[config.mk]
export PLATFORM = sky130hd
export DESIGN_NAME = quantser_ctrl
export DESIGN_NICKNAME = d
export VERILOG_FILES = /design/src/rtl/quantser_ctrl.sv
export SDC_FILE = /design/constraint.sdc
export NUM_CORES = 1
export LEC_CHECK = 0
export CORE_MARGIN = 2
export CORE_UTILIZATION = 49
export CTS_CLUSTER_DIAMETER = 120
export DETAILED_ROUTE_END_ITERATION = 8
export GPL_TIMING_DRIVEN = 0
export PLACE_DENSITY = 0.89
export SYNTH_ARGS = -nofsm -noshare
export SYNTH_HDL_FRONTEND = slang
export SYNTH_SLANG_ARGS = --single-unit
export TNS_END_PERCENT = 50
[constraint.sdc]
create_clock -name clk -period 2.4 [get_ports clk]
set_input_delay 0.36 -clock clk [delete_from_list [all_inputs] [get_ports clk]]
set_output_delay 0.36 -clock clk [all_outputs]
set_load 0.1 [all_outputs]
[src/rtl/quantser_ctrl.sv]
// quantser_ctrl: sequencer for one quantser (quantizer/serializer) lane.
// Accepts a job (word count, MSB index, bits per word), pulls words over a
// valid/ready handshake, drives quantser clr/load/step/msbidx and presents
// the serial bit stream downstream with a per-word last flag.
// Optional build macro: QUANTSER_CTRL_PIPE_EN -- loads the next word on the
// last-bit handshake of the current one, removing the bubble between words.
module quantser_ctrl #(
    parameter int BWIN     = 32,
    parameter int BWMSBIDX = $clog2(BWIN),
    parameter int BWWCNT   = 16
) (
    input  logic                clk,
    input  logic                clr_n,
    input  logic                start,
    input  logic                abort,
    input  logic [BWMSBIDX-1:0] cfg_msbidx,
    input  logic [BWMSBIDX-1:0] cfg_nbitsm1,
    input  logic [BWWCNT-1:0]   cfg_nwords,
    input  logic                in_valid,
    output logic                in_ready,
    output logic                qs_clr,
    output logic                qs_load,
    output logic                qs_step,
    output logic [BWMSBIDX-1:0] qs_msbidx,
    output logic                out_valid,
    input  logic                out_ready,
    output logic                out_last,
    output logic                busy,
    output logic                done
);

    typedef enum logic [1:0] {
        S_IDLE   = 2'd0,
        S_LOAD   = 2'd1,
        S_SERIAL = 2'd2
    } state_t;

    state_t              state_q, state_d;
    logic [BWMSBIDX-1:0] msbidx_q, msbidx_d;
    logic [BWMSBIDX-1:0] nbitsm1_q, nbitsm1_d;
    logic [BWMSBIDX-1:0] bitcnt_q, bitcnt_d;
    logic [BWWCNT-1:0]   wordcnt_q, wordcnt_d;
    logic                done_q, done_d;

    // State and job registers; async reset returns everything to idle zeros.
    always_ff @(posedge clk or negedge clr_n) begin
        if (!clr_n) begin
            state_q   <= S_IDLE;
            msbidx_q  <= '0;
            nbitsm1_q <= '0;
            bitcnt_q  <= '0;
            wordcnt_q <= '0;
            done_q    <= 1'b0;
        end else begin
            state_q   <= state_d;
            msbidx_q  <= msbidx_d;
            nbitsm1_q <= nbitsm1_d;
            bitcnt_q  <= bitcnt_d;
            wordcnt_q <= wordcnt_d;
            done_q    <= done_d;
        end
    end

    // Next-state and quantser/handshake control; abort overrides every state.
    always_comb begin
        state_d   = state_q;
        msbidx_d  = msbidx_q;
        nbitsm1_d = nbitsm1_q;
        bitcnt_d  = bitcnt_q;
        wordcnt_d = wordcnt_q;
        done_d    = 1'b0;
        in_ready  = 1'b0;
        qs_clr    = 1'b0;
        qs_load   = 1'b0;
        qs_step   = 1'b0;
        out_valid = 1'b0;
        out_last  = 1'b0;

        if (abort) begin
            // Flush the quantser and drop all handshakes this cycle.
            qs_clr  = 1'b1;
            state_d = S_IDLE;
        end else begin
            case (state_q)
                S_IDLE: begin
                    if (start) begin
                        if (cfg_nwords != '0) begin
                            msbidx_d  = cfg_msbidx;
                            nbitsm1_d = cfg_nbitsm1;
                            wordcnt_d = cfg_nwords;
                            qs_clr    = 1'b1;
                            state_d   = S_LOAD;
                        end else begin
                            // Empty job completes immediately.
                            done_d = 1'b1;
                        end
                    end
                end
                S_LOAD: begin
                    in_ready = 1'b1;
                    if (in_valid) begin
                        qs_load  = 1'b1;
                        bitcnt_d = nbitsm1_q;
                        state_d  = S_SERIAL;
                    end
                end
                S_SERIAL: begin
                    out_valid = 1'b1;
                    out_last  = (bitcnt_q == '0);
`ifdef QUANTSER_CTRL_PIPE_EN
                    in_ready  = out_last & out_ready & (wordcnt_q != BWWCNT'(1));
`endif
                    if (out_ready) begin
                        if (!out_last) begin
                            qs_step  = 1'b1;
                            bitcnt_d = bitcnt_q - 1'b1;
                        end else begin
                            // Last bit leaves: no step, the word is finished.
                            wordcnt_d = wordcnt_q - 1'b1;
                            if (wordcnt_q == BWWCNT'(1)) begin
                                done_d  = 1'b1;
                                state_d = S_IDLE;
                            end else begin
`ifdef QUANTSER_CTRL_PIPE_EN
                                if (in_valid) begin
                                    qs_load  = 1'b1;
                                    bitcnt_d = nbitsm1_q;
                                end else begin
                                    state_d = S_LOAD;
                                end
`else
                                state_d = S_LOAD;
`endif
                            end
                        end
                    end
                end
                default: begin
                    state_d = S_IDLE;
                end
            endcase
        end
    end

    assign qs_msbidx = msbidx_q;
    assign busy      = (state_q != S_IDLE);
    assign done      = done_q;

endmodule

Yosys cells after proc, flatten, opt, wreduce, memory -nomap -nowiden
Index checks and enable logic that the tools add are counted.

word-level totals
  output and inout port bits = 13
  register bits = 34
  bits of input ports = 32

operators by class
  multiplexer cells = 41
  equal/unequal tests = 14
  $add $sub $neg = 2
  reduce and logical (&&, ||, !) cells = 10
  bitwise operators = 1

operator list
  cell                                                   number
  two-way mux 16 bit                                     4
  case mux 16 bit (2 select lines)                       1
  two-way mux 1 bit                                      24
  equality test 16 x 1 -> 1 bit (second input constant)  1
  nonzero test 16 bit                                    1
  subtractor 16 x 1 -> 16 bit (second input constant)    1
  two-way mux 5 bit                                      3
  != test 3 bit (second input constant)                  5
  two-way mux 2 bit                                      6
  != test 2 bit (second input constant)                  6
  case mux 5 bit (2 select lines)                        1
  AND reduction 5 bit                                    2
  case mux 2 bit (3 select lines)                        1
  AND reduction 6 bit                                    1
  nonzero test 2 bit                                     3
  logical NOT 5 bit                                      1
  subtractor 5 x 1 -> 5 bit (second input constant)      1
  AND reduction 4 bit                                    1
  equality test 2 x 1 -> 1 bit (second input constant)   1
  equality test 2 bit (second input constant)            1
  logical NOT 2 bit                                      1
  case mux 1 bit (2 select lines)                        1
  inverter 1 bit                                         1

Logic depth before layout (Yosys ltp)
  depth in word-level cells = 6
  mapped depth = 7
  depth with buffers taken out = 6

Worst setup path after synthesis
No wires, ideal clock.

  path type = input port to output port
  start = input abort
  end = output qs_step
  cell stages on the path = 3
  required time = 2.040 ns
  path buffers = 1
  setup slack = -1.880 ns
  arrival time = 3.920 ns
  cell sequence = clkbuf_1 nor3b_1 and3_1

on the way
  word-level cells in the longest chain between the ends = 1

RTL lines
  item               line  text
  start, declared    15    input logic abort,
  two-way mux 1 bit  79    if (abort) begin
  end, declared      23    output logic qs_step,

Every way passes these cells.

Final worst setup path
  start = input cfg_nwords[7]
  end = output qs_clr

on the way
  word-level cells in the longest chain between the ends = 5

RTL lines
  item                 line  text
  start, declared      18    input logic [BWWCNT-1:0] cfg_nwords,
  nonzero test 16 bit  87    if (cfg_nwords != '0) begin
  two-way mux 1 bit    87
  two-way mux 1 bit    86    if (start) begin
  two-way mux 1 bit    84    case (state_q)
  two-way mux 1 bit    79
  end, declared        21    output logic qs_clr,

Every way passes these cells.

==> impl_metrics.env <==
export IMPL_cp_top_family="simple AND/OR/NAND/NOR gates"
export IMPL_finalCritPeriodShare=1.01
export IMPL_synth_seq_cells=34
export IMPL_reg2reg_to="wordcnt_q[14]"
export IMPL_worst_setup_path_start_kind="input pin"
export IMPL_rrSetupSlack_ns=0.10
export IMPL_r2r_cells=6
export IMPL_async_flop_share=1.00
export IMPL_rsz0062_at_grt="yes"
export IMPL_initial_core_util=0.519
export IMPL_critical_path_class="in2out"
export IMPL_cap_violations=0
export IMPL_cts_tree="done"
export IMPL_crit_arrival_ns=2.06
export IMPL_ios=45
export IMPL_hpwlAfterDp_mm=4.21
export IMPL_finalPower_mw=2.37
export IMPL_antenna_found_initial=0
export IMPL_gp_congestion=0.953
export IMPL_peakVddDrop_mv=0.485
export IMPL_required_ns=2.04
export IMPL_synth_cells=240
export IMPL_endpoint_kind="primary output"
export IMPL_fill_cells=313
export IMPL_core_area_um2=4090
export IMPL_cts_sinks=34
export IMPL_hold_violations=0
export IMPL_setup_viol=1
export IMPL_clock_latency_ns=0.29
export IMPL_synth_edf_count=0
export IMPL_cts_hold_fix_buffers=0
export IMPL_syn_cell_area_um2=2120
export IMPL_drt_first_pass_iters=5
export IMPL_cp_slowest_stage_delay_ns=0.56
export IMPL_relSlewSlack=0.354
export IMPL_power_leakage_nw=1.28
export IMPL_ys_types=47
export IMPL_yosysSeqAreaShare=0.401
export IMPL_power_density_nw_per_um2=833
export IMPL_layout_setup_ws_ns=-0.0211
export IMPL_holdCritPathClass="in2async"
export IMPL_root_buffer="clkbuf_8"
export IMPL_chipWidth_um=69.8
export IMPL_dieArea_um2=4870
export IMPL_grt_pass1_vias=2001
export IMPL_grt_pass1_wl_mm=9.94
export IMPL_fin_util=0.696
export IMPL_final_max_slew_viol_count=0
export IMPL_drc=0
export IMPL_status="complete, but fails checks"
export IMPL_ant_nets=0
export IMPL_skew_ns=0.0104
export IMPL_vias=2210
export IMPL_cts_path_max_buffers=2
export IMPL_crit_chain="dlygate4sd2_1 -> or4_4 -> or4_4 -> nand3_4 -> nand2b_4 -> buf_12"
export IMPL_n_antenna_cell=0
export IMPL_finalSetupTns_ns=-0.0211
export IMPL_ys_warn_count=0
export IMPL_grt_util_all_layers=0.257
export IMPL_cpMostUsedCell="or4_4"
export IMPL_overflow=0
export IMPL_wirelength_mm=6.15
export IMPL_rows=23
export IMPL_cts_clk_slew_worst_paths_ns=0.06
export IMPL_synth_nets=276
export IMPL_syn2layout_area_growth_pct=34.0
export IMPL_period_minus_slack_ns=2.42
export IMPL_numCtsBuffers=5
export IMPL_die_h_um=69.8
export IMPL_vias_per_cell=6.44
export IMPL_io_buffers=43
export IMPL_violations="negative setup slack"
export IMPL_fmax_mhz=413
export IMPL_grt_start_max_net_pins=35
export IMPL_multi_input_area_um2=1250
export IMPL_r2r_start="wordcnt_q[0]"
export IMPL_final_nets=328
export IMPL_critPathBufInv=2
export IMPL_htreeDepth=2
export IMPL_slowest_stage="or4_4"
export IMPL_post_drt_wl_per_cell_um=17.9
export IMPL_drtIter0Drc=342
export IMPL_synthFlopType="dfrtp_1"
export IMPL_worst_slew_pin_slew_ns=0.965
export IMPL_regArea_um2=851
export IMPL_cp_max_fo=2
export IMPL_avgSynthCellArea_um2=8.84
export IMPL_layout_drive_gt1_share=0.160
==> worst register-to-register path, delay by kind of cell (launching register included) <==
family | cells | cell delay (ns)
AOI/OAI and AO/OA | 2 | 0.42
buffers and inverters | 1 | 0.10
DFF | 1 | 0.44
adders and majority gates | 1 | 0.22
and+or+nand+nor | 2 | 1.04
==> cell families after synthesis <==
kind of cell,synth area share
AOI/OAI and AO/OA,0.241
adders and majority gates,0.0236
buffers and inverters,0.0448
DFF,0.401
muxes,0.0313
and+or+nand+nor,0.258
==> synth_stat cells, drive strengths merged (2+ instances only) <==
| cell type | count | share of area |
|---|---|---|
| nor3 | 13 | 0.031 |
| a31o | 2 | 0.0083 |
| a22oi | 9 | 0.032 |
| a21oi | 13 | 0.031 |
| dfrtp | 34 | 0.40 |
| or2 | 3 | 0.0089 |
| o221ai | 3 | 0.015 |
| o2bb2ai | 11 | 0.045 |
| nor2b | 3 | 0.0089 |
| inv | 9 | 0.016 |
| o21ai | 8 | 0.019 |
| nor4b | 2 | 0.0083 |
| clkbuf | 11 | 0.019 |
| buf | 4 | 0.0094 |
| o22ai | 8 | 0.024 |
| nor3b | 3 | 0.011 |
| o211ai | 3 | 0.011 |
| nor2 | 17 | 0.030 |
| mux2 | 5 | 0.027 |
| or4 | 8 | 0.034 |
| nand2b | 5 | 0.015 |
| and3 | 4 | 0.012 |
| nor4 | 5 | 0.015 |
| a211oi | 2 | 0.0071 |
| ha | 4 | 0.024 |
| nand3 | 8 | 0.019 |
| nand2 | 26 | 0.046 |
| or3 | 3 | 0.0089 |
==> area by class of cell <==
type,instances,share of cell area
buffer,14,0.0224
clock buffer,7,0.0304
clock inverter,1,0.00176
inverter,9,0.0119
multi-input combinational,182,0.441
sequential,34,0.299
tap,50,0.0220
timing repair buffer,46,0.171
==> placed cells by master (no fill, tap or decap), types with 4 or more instances in the layout <==
cell / count
clkdlybuf4s50_1: 19
ha_1: 4
or4_4: 6
buf_2: 4
and3_1: 4
nand2_1: 25
nand2b_1: 4
inv_1: 8
clkbuf_1: 8
dfrtp_1: 34
nand3_1: 7
nor3_1: 11
o22ai_1: 8
clkbuf_8: 6
nor2_1: 16
nor4_1: 5
buf_4: 4
a21oi_1: 13
o2bb2ai_1: 11
a22oi_1: 9
clkbuf_2: 4
o21ai_0: 5
dlymetal6s2s_1: 14
==> power breakdown <==
part	total [mW]	internal (mW)	leakage (nW)	switching, mW
sequential	0.939	0.744	0.417	0.195
clock	0.438	0.231	0.0482	0.207
combinational	0.991	0.371	0.818	0.621
total	2.37	1.35	1.28	1.02
==> routing by layer <==
metal  vias up  routed length [um]  GRT usage
met5         -                   0          0
met4         0                 135      0.103
met3        17                 526     0.0640
met2       131                2900      0.397
met1      1049                2590      0.347
li1       1013                   -          -
==> what timing repair did <==
action                                  in CTS  in global routing
pin swaps                                    5                  5
resized for setup                           36                 28
setup buffers                                2                  1
endpoints found under the setup margin      14                 28
==> flip-flops by register name (all words and copies together) (netlist names) <==
name and flops:
bitcnt_q 5, done 1, nbitsm1_q 5, qs_msbidx 5, state_q 2, wordcnt_q 16
==> per-stage QoR <==
step | hold slack (ns) | setup slack, ns | cell area, um2 | std cells
final | 0.141 | -0.0211 | 2840 | 343
after global routing | 0.195 | -0.0287 | 2840 | 343
after CTS | 0.166 | -0.221 | 2760 | 342
after detailed placement | 0.472 | -1.07 | 2630 | 333
after global placement | 0.462 | -1.06 | 2640 | 333
after floorplan | 0.0644 | -0.355 | 2140 | 240
==> worst max path at each step <==
stage,from,slack (ns),cells after the start,to
floorplan,abort,-0.35,3,qs_step
global placement,cfg_nwords[14],-1.06,6,qs_clr
detailed placement,cfg_nwords[6],-1.07,6,qs_clr
CTS,cfg_nwords[8],-0.22,6,qs_clr
global route,cfg_nwords[7],-0.03,6,qs_clr
finish,cfg_nwords[7],-0.02,6,qs_clr
(Power assumes the default switching activity.)
